`config.mk`:
```
export PLATFORM = sky130hd
export DESIGN_NAME = diff_accumulator_flat
export DESIGN_NICKNAME = d
export VERILOG_FILES = /design/src/rtl/diff_accumulator_if.sv /design/src/rtl/diff_accumulator.sv /design/src/flat_wrapper.sv
export SDC_FILE = /design/constraint.sdc
export NUM_CORES = 1
export LEC_CHECK = 0
export CAP_MARGIN = 20
export CORE_MARGIN = 2
export CORE_UTILIZATION = 58
export DETAILED_ROUTE_END_ITERATION = 8
export MAX_ROUTING_LAYER = met4
export PLACE_DENSITY_LB_ADDON = 0.2
export SYNTH_ARGS = -nofsm -noshare
export SYNTH_HDL_FRONTEND = slang
export SYNTH_SLANG_ARGS = --single-unit
export TNS_END_PERCENT = 20
```
`constraint.sdc`:
```
create_clock -name clk -period 4.54 [get_ports clk]
set_input_delay 0.908 -clock clk [delete_from_list [all_inputs] [get_ports clk]]
set_output_delay 0.908 -clock clk [all_outputs]
set_load 0.005 [all_outputs]
```
`src/rtl/diff_accumulator_if.sv`:
```
// Stream interface of the difference accumulator: sample input and result output,
// each with its own valid/ready handshake.
interface diff_accumulator_if #(
  parameter int DATA_W = 12,
  parameter int ACC_W  = 20,
  parameter int OUT_W  = 8
);
  logic              in_valid;
  logic              in_ready;
  logic [DATA_W-1:0] in_diff;
  logic              out_valid;
  logic              out_ready;
  logic [OUT_W-1:0]  out_data;
  logic              out_sat;
  logic [ACC_W-1:0]  out_raw;

  // Producer of samples and consumer of results (next stage / testbench)
  modport master (
    output in_valid, in_diff, out_ready,
    input  in_ready, out_valid, out_data, out_sat, out_raw
  );

  // The accumulator itself
  modport slave (
    input  in_valid, in_diff, out_ready,
    output in_ready, out_valid, out_data, out_sat, out_raw
  );
endinterface

```
`src/rtl/diff_accumulator.sv`:
```
// Accumulates VEC_LEN signed differences per vector, then applies ReLU, an
// arithmetic right shift and unsigned saturation. The result is held on a
// valid/ready output; no input is taken while a result waits for the consumer.
//
// state  | meaning
// -------+---------------------------------------------------------------
// ST_ACC | accepting samples, building the running sum
// ST_OUT | result presented, waiting for out_ready; input stalled
module diff_accumulator #(
  parameter int DATA_W  = 12,
  parameter int ACC_W   = 20,
  parameter int VEC_LEN = 16,
  parameter int SHIFT   = 4,
  parameter int OUT_W   = 8
) (
  input logic               clk,
  input logic               rst,
  diff_accumulator_if.slave bus
);

  localparam int CNT_W = (VEC_LEN > 1) ? $clog2(VEC_LEN) : 1;
  localparam logic [CNT_W-1:0] CNT_LAST = CNT_W'(VEC_LEN - 1);

  localparam logic [0:0] ST_ACC = 1'b0;
  localparam logic [0:0] ST_OUT = 1'b1;

  logic [0:0]              state_q, state_d;
  logic signed [ACC_W-1:0] acc_q, acc_d;
  logic [CNT_W-1:0]        cnt_q, cnt_d;
  logic                    out_valid_q, out_valid_d;
  logic [OUT_W-1:0]        out_data_q, out_data_d;
  logic                    out_sat_q, out_sat_d;
  logic [ACC_W-1:0]        out_raw_q, out_raw_d;

  logic signed [ACC_W-1:0] diff_ext;
  logic signed [ACC_W-1:0] sum;
  logic [ACC_W-1:0]        shifted;
  logic [OUT_W-1:0]        res_data;
  logic                    res_sat;

  // Running sum including the current sample, and its ReLU/shift/saturate form
  always_comb begin
    diff_ext = {{(ACC_W-DATA_W){bus.in_diff[DATA_W-1]}}, bus.in_diff};
    sum      = acc_q + diff_ext;
    shifted  = sum >>> SHIFT;
    res_data = '0;
    res_sat  = 1'b0;
    if (sum[ACC_W-1]) begin
      res_data = '0;
      res_sat  = 1'b0;
    end else if ((shifted >> OUT_W) != '0) begin
      res_data = '1;
      res_sat  = 1'b1;
    end else begin
      res_data = shifted[OUT_W-1:0];
      res_sat  = 1'b0;
    end
  end

  // Next-state logic: accumulate in ST_ACC, hold the result in ST_OUT
  always_comb begin
    state_d     = state_q;
    acc_d       = acc_q;
    cnt_d       = cnt_q;
    out_valid_d = out_valid_q;
    out_data_d  = out_data_q;
    out_sat_d   = out_sat_q;
    out_raw_d   = out_raw_q;
    case (state_q)
      ST_ACC: begin
        if (bus.in_valid) begin
          acc_d = sum;
          cnt_d = cnt_q + 1'b1;
          if (cnt_q == CNT_LAST) begin
            out_raw_d   = sum;
            out_data_d  = res_data;
            out_sat_d   = res_sat;
            out_valid_d = 1'b1;
            state_d     = ST_OUT;
            acc_d       = '0;
            cnt_d       = '0;
          end
        end
      end
      ST_OUT: begin
        // Data outputs keep their value after the transfer
        if (bus.out_ready) begin
          out_valid_d = 1'b0;
          state_d     = ST_ACC;
        end
      end
      default: state_d = ST_ACC;
    endcase
  end

  // State registers with synchronous reset
  always_ff @(posedge clk) begin
    if (rst) begin
      state_q     <= ST_ACC;
      acc_q       <= '0;
      cnt_q       <= '0;
      out_valid_q <= 1'b0;
      out_data_q  <= '0;
      out_sat_q   <= 1'b0;
      out_raw_q   <= '0;
    end else begin
      state_q     <= state_d;
      acc_q       <= acc_d;
      cnt_q       <= cnt_d;
      out_valid_q <= out_valid_d;
      out_data_q  <= out_data_d;
      out_sat_q   <= out_sat_d;
      out_raw_q   <= out_raw_d;
    end
  end

  assign bus.in_ready  = (state_q == ST_ACC);
  assign bus.out_valid = out_valid_q;
  assign bus.out_data  = out_data_q;
  assign bus.out_sat   = out_sat_q;
  assign bus.out_raw   = out_raw_q;

endmodule

```
`src/flat_wrapper.sv`:
```
// flat-port wrapper written by rule: the top's interface ports become plain ports
module diff_accumulator_flat 
#(
  parameter int DATA_W  = 12,
  parameter int ACC_W   = 20,
  parameter int VEC_LEN = 16,
  parameter int SHIFT   = 4,
  parameter int OUT_W   = 8
)
  (clk, rst, bus_in_valid, bus_in_diff, bus_out_ready, bus_in_ready, bus_out_valid, bus_out_data, bus_out_sat, bus_out_raw);
  diff_accumulator_if #(.DATA_W(DATA_W), .ACC_W(ACC_W), .OUT_W(OUT_W)) bus_i ();
  input logic clk;
  input logic rst;
  input wire logic [$bits(bus_i.in_valid)-1:0] bus_in_valid;
  input wire logic [$bits(bus_i.in_diff)-1:0] bus_in_diff;
  input wire logic [$bits(bus_i.out_ready)-1:0] bus_out_ready;
  output wire logic [$bits(bus_i.in_ready)-1:0] bus_in_ready;
  output wire logic [$bits(bus_i.out_valid)-1:0] bus_out_valid;
  output wire logic [$bits(bus_i.out_data)-1:0] bus_out_data;
  output wire logic [$bits(bus_i.out_sat)-1:0] bus_out_sat;
  output wire logic [$bits(bus_i.out_raw)-1:0] bus_out_raw;
  assign bus_i.in_valid = bus_in_valid;
  assign bus_i.in_diff = bus_in_diff;
  assign bus_i.out_ready = bus_out_ready;
  assign bus_in_ready = bus_i.in_ready;
  assign bus_out_valid = bus_i.out_valid;
  assign bus_out_data = bus_i.out_data;
  assign bus_out_sat = bus_i.out_sat;
  assign bus_out_raw = bus_i.out_raw;
  diff_accumulator #(.DATA_W(DATA_W), .ACC_W(ACC_W), .VEC_LEN(VEC_LEN), .SHIFT(SHIFT), .OUT_W(OUT_W)) u_core (.clk(clk), .rst(rst), .bus(bus_i));
endmodule
```
==> After elaboration in Yosys (flattened, before gate mapping) <==
Cells that the tools add are included.
W data, S select, Z words.
{ "totals": {"regBits": 55, "in_bits": 16, "elab_cells": 32} }
{ "classes": {"addsub": 2, "eq_ne": 4, "muxes": 14, "bitwise_logic": 1, "n_reduce_logical": 4} }
{ "ops": {"columns": ["cell", "count"], "rows": [
  ["$add A20 B12 Y20", 1],
  ["$mux W20", 1],
  ["$reduce_bool A20 Y1", 1],
  ["$mux W8", 2],
  ["$mux W1", 8],
  ["$reduce_and A3 Y1", 2],
  ["$add A4 B1 Y4 const B", 1],
  ["$eq A4 B4 Y1 const B", 1],
  ["$mux W4", 1],
  ["$ne A2 B2 Y1 const B", 2],
  ["$pmux W1 S2", 2],
  ["$ne A2 B1 Y1 const B", 1],
  ["$reduce_and A2 Y1", 1],
  ["$not A1 Y1", 1]
]} }

==> Logic depth before layout (Yosys ltp) <==
Gate-level depths: netlist of the first run.
{ "logic_depth": {"ltp_word": 4, "mapped_depth": 10, "depth_no_buf": 10} }

==> Worst setup path after synthesis of the first run <==
No wires, ideal clock.
{ "synth_timing": {"path_type": "in2reg", "from": "in bus_in_diff[0]", "to": "reg u_core.out_data_q[6], in the netlist u_core.bus.out_data[6]", "setup_time_ps": 149, "arrival_ps": 2944, "t_required_ps": 4391, "setup_slack_ps": 1447, "cell_stages": 10, "n_path_buf": 0, "cell_sequence": "ha_1 -> inv_1 -> fa_1 -> nand2b_1 -> a21oi_2 -> o2111ai_1 -> or2_1 -> a41o_1 -> nor4_4 -> a22oi_1"} }
{ "synth_between": {"elab_chain_cells": 4} }
{ "synth_lines": {"columns": ["item", "line", "text"], "rows": [
  ["start: declaration", "flat_wrapper.sv:15", "input wire logic [$bits(bus_i.in_diff)-1:0] bus_in_diff;"],
  ["$add A20 B12 Y20 *", "diff_accumulator.sv:44", "sum = acc_q + diff_ext;"],
  ["$reduce_bool A20 Y1", "diff_accumulator.sv:51", "end else if ((shifted >> OUT_W) != '0) begin"],
  ["$mux W8", "diff_accumulator.sv:51", null],
  ["$mux W8 *", "diff_accumulator.sv:48", "if (sum[ACC_W-1]) begin"],
  ["end signal: assignment", "diff_accumulator.sv:111", "out_data_q <= out_data_d;"],
  ["end: declaration", "diff_accumulator.sv:31", "logic [OUT_W-1:0] out_data_q, out_data_d;"]
]} }
Mark *: on every way between the ends. The rest lies on a longest branch, timed or not.
A chain may end at the register's enable or synchronous reset.

==> Final worst setup path of the first run <==
{ "layout_timing": {"from": "in bus_in_diff[0]", "to": "reg u_core.out_data_q[5], in the netlist u_core.bus.out_data[5]"} }
The elaborated chain is that of the path after synthesis.

==> out/metrics.cfg, run 1 <==
[status]
status = finished, final reports clean

[final_layout]
areaGrowthSynthToFinish_pct = 19.5
regArea_um2 = 1100
drive_gt1_share_pct = 4.84
multi_input_area_um2 = 1930
num_antenna_cells = 0
fillers = 413
final_nets = 471
final_common_cell = nand2_1
layout_common_cells = 77 x nand2_1, 55 x dfxtp_1, 46 x clkdlybuf4s50_1, 43 x a21oi_1, 40 x nor2_1
fin_cells = 504
final_util_pct = 72.4
final_cell_area_um2 = 3750

[logic_synthesis]
synth_cells = 396
synth_edf_count = 0
synth_seq_area_share_pct = 35.1
synth_top_area_share_pct = 35.1
ys_seq_elements = 55
synth_ff_type = dfxtp_1
synth_nets = 433
synth_area_um2 = 3140
yosys.cell_types.count = 50
synthArstFlopShare_pct = 0
avgSynthCellArea_um2 = 7.92
yosysWarnings = 0
synth_area_leaders = dfxtp_1 35%, nand2_1 9.2%, ha_1 8.0%
synth_top_area_cell = dfxtp_1

[pwr]
comb_power_share_pct = 34.8
power_frac_seq_pct = 40.6
switchingPower_uw = 451
leakagePower_nw = 1.47
clockPowerShare_pct = 24.7
powerDensity_nw_per_um2 = 344
p_int_uw = 837
swShare_pct = 35.0
ir_drop_v = 0.000249

[floorplan]
die_w_um = 77.5
die_y_um = 77.5
dieArea_um2 = 6010
rows = 26
core_area_um2 = 5170
start_util_pct = 60.6
ios = 47

[route]
drc = 0
vias = 3062
ant_nets = 0
wl_per_cell_um = 16.2
vias_per_cell = 6.08
dr.pass1.iters = 4
wl_mm = 8.18
drt_iter0_drc = 182

[global_routing]
antenna_found_initial = 0
grt_overflow = 0
track_usage_pct = 28.3
grt_pass1_vias = 2761
grt_pass1_wl_mm = 13.3
grt_max_degree = 31

[sta]
max-slew-margin-rel_pct = 50.2
rsz0062_at_grt = no
final.period_utilization_pct = 80.0
setup_viol = 0
hold_violations = 0
period_minus_slack_ns = 3.63
finalSetupTns_ns = 0
worst_pin_slew_ns = 0.744
clock_skew_ns = 0.00575
max_freq_ghz = 0.275
slew_viol_final = 0

[placed_design]
hpwl_mm = 6.13
placed_cells = 497
gp_congestion = 0.944
place_area_um2 = 3640
numPortBuffers = 46

[setup_path]
critPathKind = primary input to register
cp-end-kind = register
path_max_fanout = 9
arrival_ns = 3.80
cp.required_ns = 4.71
cp-start-kind = primary input

[cts]
cts_buffer_depth = 2
cts_buffers = 5
postCtsSetupRepairBufs = 0
cts.sinks = 55
root_buffer = clkbuf_8
htreeDepth = 2
clkTransAtPathRegs_ns = 0.10
worst_skew_pair.late_latency_ns = 0.31
post_cts_resized = 0
cts_tree = yes
cts_hold_buf = 0

[worst_hold_path]
worstHoldPathType = register to register

[run]
cap_violations = 0

flip-flops by register name, indices dropped and copies added, names as in the netlist:
name,cells
u_core.bus.out_sat,1
u_core.state_q,1
u_core.cnt_q,4
u_core.bus.out_data,8
u_core.bus.out_valid,1
u_core.acc_q,20
u_core.bus.out_raw,20
through the flow:
step                setup WS, ns  hold slack, ns  total power [mW]
global route               0.702           0.478              1.35
finish                     0.908           0.458              1.29
detailed placement         0.604           0.448             0.968
floorplan                   1.45           0.436             0.857
CTS                        0.916           0.461              1.28
global placement           0.695           0.441             0.964
cell type report:
cell class	count	area share, %
Multi-Input combinational cell	315	51.5
Timing Repair Buffer	51	13.3
Sequential cell	55	29.4
Tap cell	70	2.34
Clock inverter	2	1.00
Clock buffer	5	1.84
Inverter	6	0.601
critical path, stage by stage:
cell and delay [ns]:
clkdlybuf4s50_1 0.46, ha_1 0.20, inv_1 0.07, fa_1 0.39
nand2b_1 0.19, a21oi_2 0.25, o2111ai_1 0.22, or2_1 0.27
a41o_1 0.26, nor4_4 0.44, a22oi_1 0.15
worst paths after layout:
| check | slack [ns] | start | cells after the start | end |
|---|---|---|---|---|
| setup / recovery | 0.91 | bus_in_diff[0] | 11 | u_core.bus.out_data[5] |
| hold reg to reg | 0.46 | u_core.bus.out_raw[7] | 2 | u_core.bus.out_raw[7] |
| setup reg to reg | 1.62 | u_core.acc_q[0] | 10 | u_core.bus.out_data[5] |
| hold / removal | 0.46 | u_core.bus.out_raw[7] | 2 | u_core.bus.out_raw[7] |
Yosys cell counts (6+ instances only):
library cell and n:
xnor2_1 9, o211ai_1 6, a21o_1 8, nand2_1 77, nand3_1 7, a22oi_1 24, clkbuf_1 14, inv_1 6
xor2_1 6, a21oi_1 43, dfxtp_1 55, a211oi_1 6, nor3b_1 8, ha_1 20, nor2_1 40
metal layers:
metal | up-vias | part of all wire (%) | global-route usage [%]
met2 | 101 | 47 | 45.5
li1 | 1496 | - | -
met4 | 0 | 0.73 | 6.79
met1 | 1458 | 48 | 37.7
met3 | 7 | 4.2 | 4.30
met5 | - | 0 | -
cells by family after synthesis:
family                   count (synthesis)  share of synthesized area (%)
XOR/XNOR                                15                           4.19
flip-flops                              55                           35.1
adder cells (fa/ha/maj)                 21                           8.62
AND/OR/NAND/NOR                        159                           22.9
AO/OA/AOI/OAI                          120                           25.9
buffers and inverters                   26                           3.31
power by group through the flow:
stage | clock network, mW | logic [mW] | registers (mW)
2_1_floorplan | 0 | 0.329 | 0.529
3_3_place_gp | 0 | 0.431 | 0.533
3_5_place_dp | 0 | 0.435 | 0.533
4_1_cts | 0.321 | 0.440 | 0.522
5_1_grt | 0.341 | 0.488 | 0.525
6_report | 0.318 | 0.448 | 0.523
No activity file was read; power rests on OpenSTA's default activity.
==> run 2: changes to the inputs <==
--- a/config.mk
+++ b/config.mk
@@ -7,7 +7,7 @@
 export LEC_CHECK = 0
 export CAP_MARGIN = 20
 export CORE_MARGIN = 2
-export CORE_UTILIZATION = 58
+export CORE_UTILIZATION = 49
 export DETAILED_ROUTE_END_ITERATION = 8
 export MAX_ROUTING_LAYER = met4
 export PLACE_DENSITY_LB_ADDON = 0.2
==> constraint.sdc (replaced) <==
create_clock -name clk -period 2.9 [get_ports clk]
set_input_delay 0.58 -clock clk [delete_from_list [all_inputs] [get_ports clk]]
set_output_delay 0.58 -clock clk [all_outputs]
set_load 0.005 [all_outputs]
==> run 2 against run 1 <==
Register-to-register slack got worse by 1.4 ns. Highest routed layer unchanged. Sequential cell count did not move. Largest cell class unchanged. Critical path depth rose by 1. Sequential share of layout area fell by 4.3 points. Global-route usage fell by 1.9 points. Clock-buffer cell count did not move. Die area rose by 17%. Cell area rose by 17%. Setup slack got worse by 0.77 ns. Final cell count rose by 15%.
==> out/metrics.cfg, run 2 (synthesis results as in run 1) <==
[cts]
worst_skew_pair.late_latency_ns = 0.32
cts.sinks = 55
cts_tree = yes
cts_buffers = 5
cts_buffer_depth = 2
root_buffer = clkbuf_8
clkTransAtPathRegs_ns = 0.11
htreeDepth = 2

[pwr]
powerDensity_nw_per_um2 = 514
leakagePower_nw = 1.82
ir_drop_v = 0.000331
power_frac_seq_pct = 36.3
clockPowerShare_pct = 20.6
p_int_mw = 1.44
swShare_pct = 36.1
switchingPower_uw = 814
comb_power_share_pct = 43.1

[sta]
max_freq_ghz = 0.361
hold_violations = 0
period_minus_slack_ns = 2.77
clock_skew_ns = 0.00785
rsz0062_at_grt = no
worst_pin_slew_ns = 0.718
slew_viol_final = 0
max-slew-margin-rel_pct = 52.0
finalSetupTns_ns = 0
final.period_utilization_pct = 95.4
setup_viol = 0
fin_ws_ns = 0.133

[worst_hold_path]
worstHoldPathType = register to register
whs_path_depth = 2

[setup_path]
arrival_ns = 2.97
crit_chain = dlygate4sd2_1 > ha_2 > inv_2 > fa_2 > nand2b_4 > a21oi_4 > o2111ai_4 > or2_1 > a41o_1 > nor4_4 > buf_2 > a22oi_1
r2r_cells = 11
max_stage_delay_ns = 0.36
cp.required_ns = 3.10
cp_slowest_cell = fa_2
cp-start-kind = primary input
cp-end-kind = register
path_max_fanout = 4
critPathKind = primary input to register

[final_layout]
final_common_cell = nand2_1
regArea_um2 = 1100
num_antenna_cells = 0
final_nets = 540
drive_gt1_share_pct = 21.4
fin_cells = 581
layout_common_cells = 77 x nand2_1, 72 x buf_4, 55 x dfxtp_1, 43 x clkdlybuf4s50_1, 42 x a21oi_1
areaGrowthSynthToFinish_pct = 40.1
fillers = 542
multi_input_area_um2 = 2070
final_cell_area_um2 = 4390

[route]
wl_mm = 8.88
drc = 0
vias = 3269
ant_nets = 0
drt_iter0_drc = 141
wl_per_cell_um = 15.3
vias_per_cell = 5.63
dr.pass1.iters = 4

[global_routing]
grt_overflow = 0
grt_max_degree = 29
track_usage_pct = 26.4
grt_pass1_wl_mm = 14.9
grt_pass1_vias = 3198
antenna_found_initial = 0

[placed_design]
numPortBuffers = 46
place_ws_ns = -0.450
place_area_um2 = 4150
gp_congestion = 0.916
placed_cells = 571
hpwl_mm = 6.60

[floorplan]
start_util_pct = 50.0
die_y_um = 84.0
dieArea_um2 = 7060
core_area_um2 = 6280
die_w_um = 84.0
ios = 47
rows = 29

[status]
status = finished, final reports clean

[run]
cap_violations = 0

-- run 2: path summary, 6_finish.rpt --
path,slack (ns),startpoint,to
worst min-delay path,0.46,u_core.bus.out_raw[0],u_core.bus.out_raw[0]
worst max register to register,0.23,u_core.acc_q[0],u_core.bus.out_data[7]
worst max-delay path,0.13,bus_in_diff[0],u_core.bus.out_data[7]
worst min register to register,0.46,u_core.bus.out_raw[0],u_core.bus.out_raw[0]
-- run 2: power groups by stage --
stage / Sequential [mW] / Clock [mW] / Combinational (mW)
floorplan: 0.827 / 0 / 0.515
global placement: 0.832 / 0 / 0.888
detailed placement: 0.834 / 0 / 0.903
CTS: 0.818 / 0.477 / 0.938
global route: 0.825 / 0.496 / 1.06
finish: 0.820 / 0.465 / 0.973
-- run 2: metrics by stage --
stage / util (%) / power (mW) / hold slack [ns]
6_report: 70.0 / 2.26 / 0.459
5_1_grt: 70.0 / 2.38 / 0.483
4_1_cts: 68.9 / 2.23 / 0.464
3_5_place_dp: 66.1 / 1.74 / 0.448
3_3_place_gp: 66.1 / 1.72 / 0.443
2_1_floorplan: - / 1.34 / 0.436
-- run 2: critical path: cells and delay by family --
family,cells,cell delay [ns]
adder cells (fa/ha/maj),2,0.55
AO/OA/AOI/OAI,4,0.63
buffers and inverters,3,0.44
AND/OR/NAND/NOR,3,0.77
-- run 2: per-layer routing --
metal  wire length, um  track usage [%]  vias up
li1                  -                -     1641
met1              4030             33.8     1525
met2              4260             44.6       87
met3               423             2.77       16
met4               170             6.89        0
met5                 0                -        -
-- run 2: layout make-up --
cell class                 instances  share of cell area (%)
clock buffer                       5                    1.57
clock inverter                     3                   0.626
inverter                           6                   0.513
multi-input combinational        315                    47.1
sequential                        55                    25.1
tap                               77                    2.19
timing repair buffer             120                    23.0
-- run 2: repair_timing --
action | 4_1_cts | 5_1_grt
pin swaps | 8 | 5
gates resized for setup | 15 | 12
hold buffers | 0 | 0
gates cloned | 1 | 0
buffers inserted | 1 | 0
endpoints found under the setup margin | 9 | 9
==> run 3: changes to the inputs <==
--- a/config.mk
+++ b/config.mk
@@ -11,6 +11,7 @@
 export DETAILED_ROUTE_END_ITERATION = 8
 export MAX_ROUTING_LAYER = met4
 export PLACE_DENSITY_LB_ADDON = 0.2
+export SLEW_MARGIN = 20
 export SYNTH_ARGS = -nofsm -noshare
 export SYNTH_HDL_FRONTEND = slang
 export SYNTH_SLANG_ARGS = --single-unit
==> results of run 3 <==
No change in the layout: final DEF, timing and power equal those of run 2.
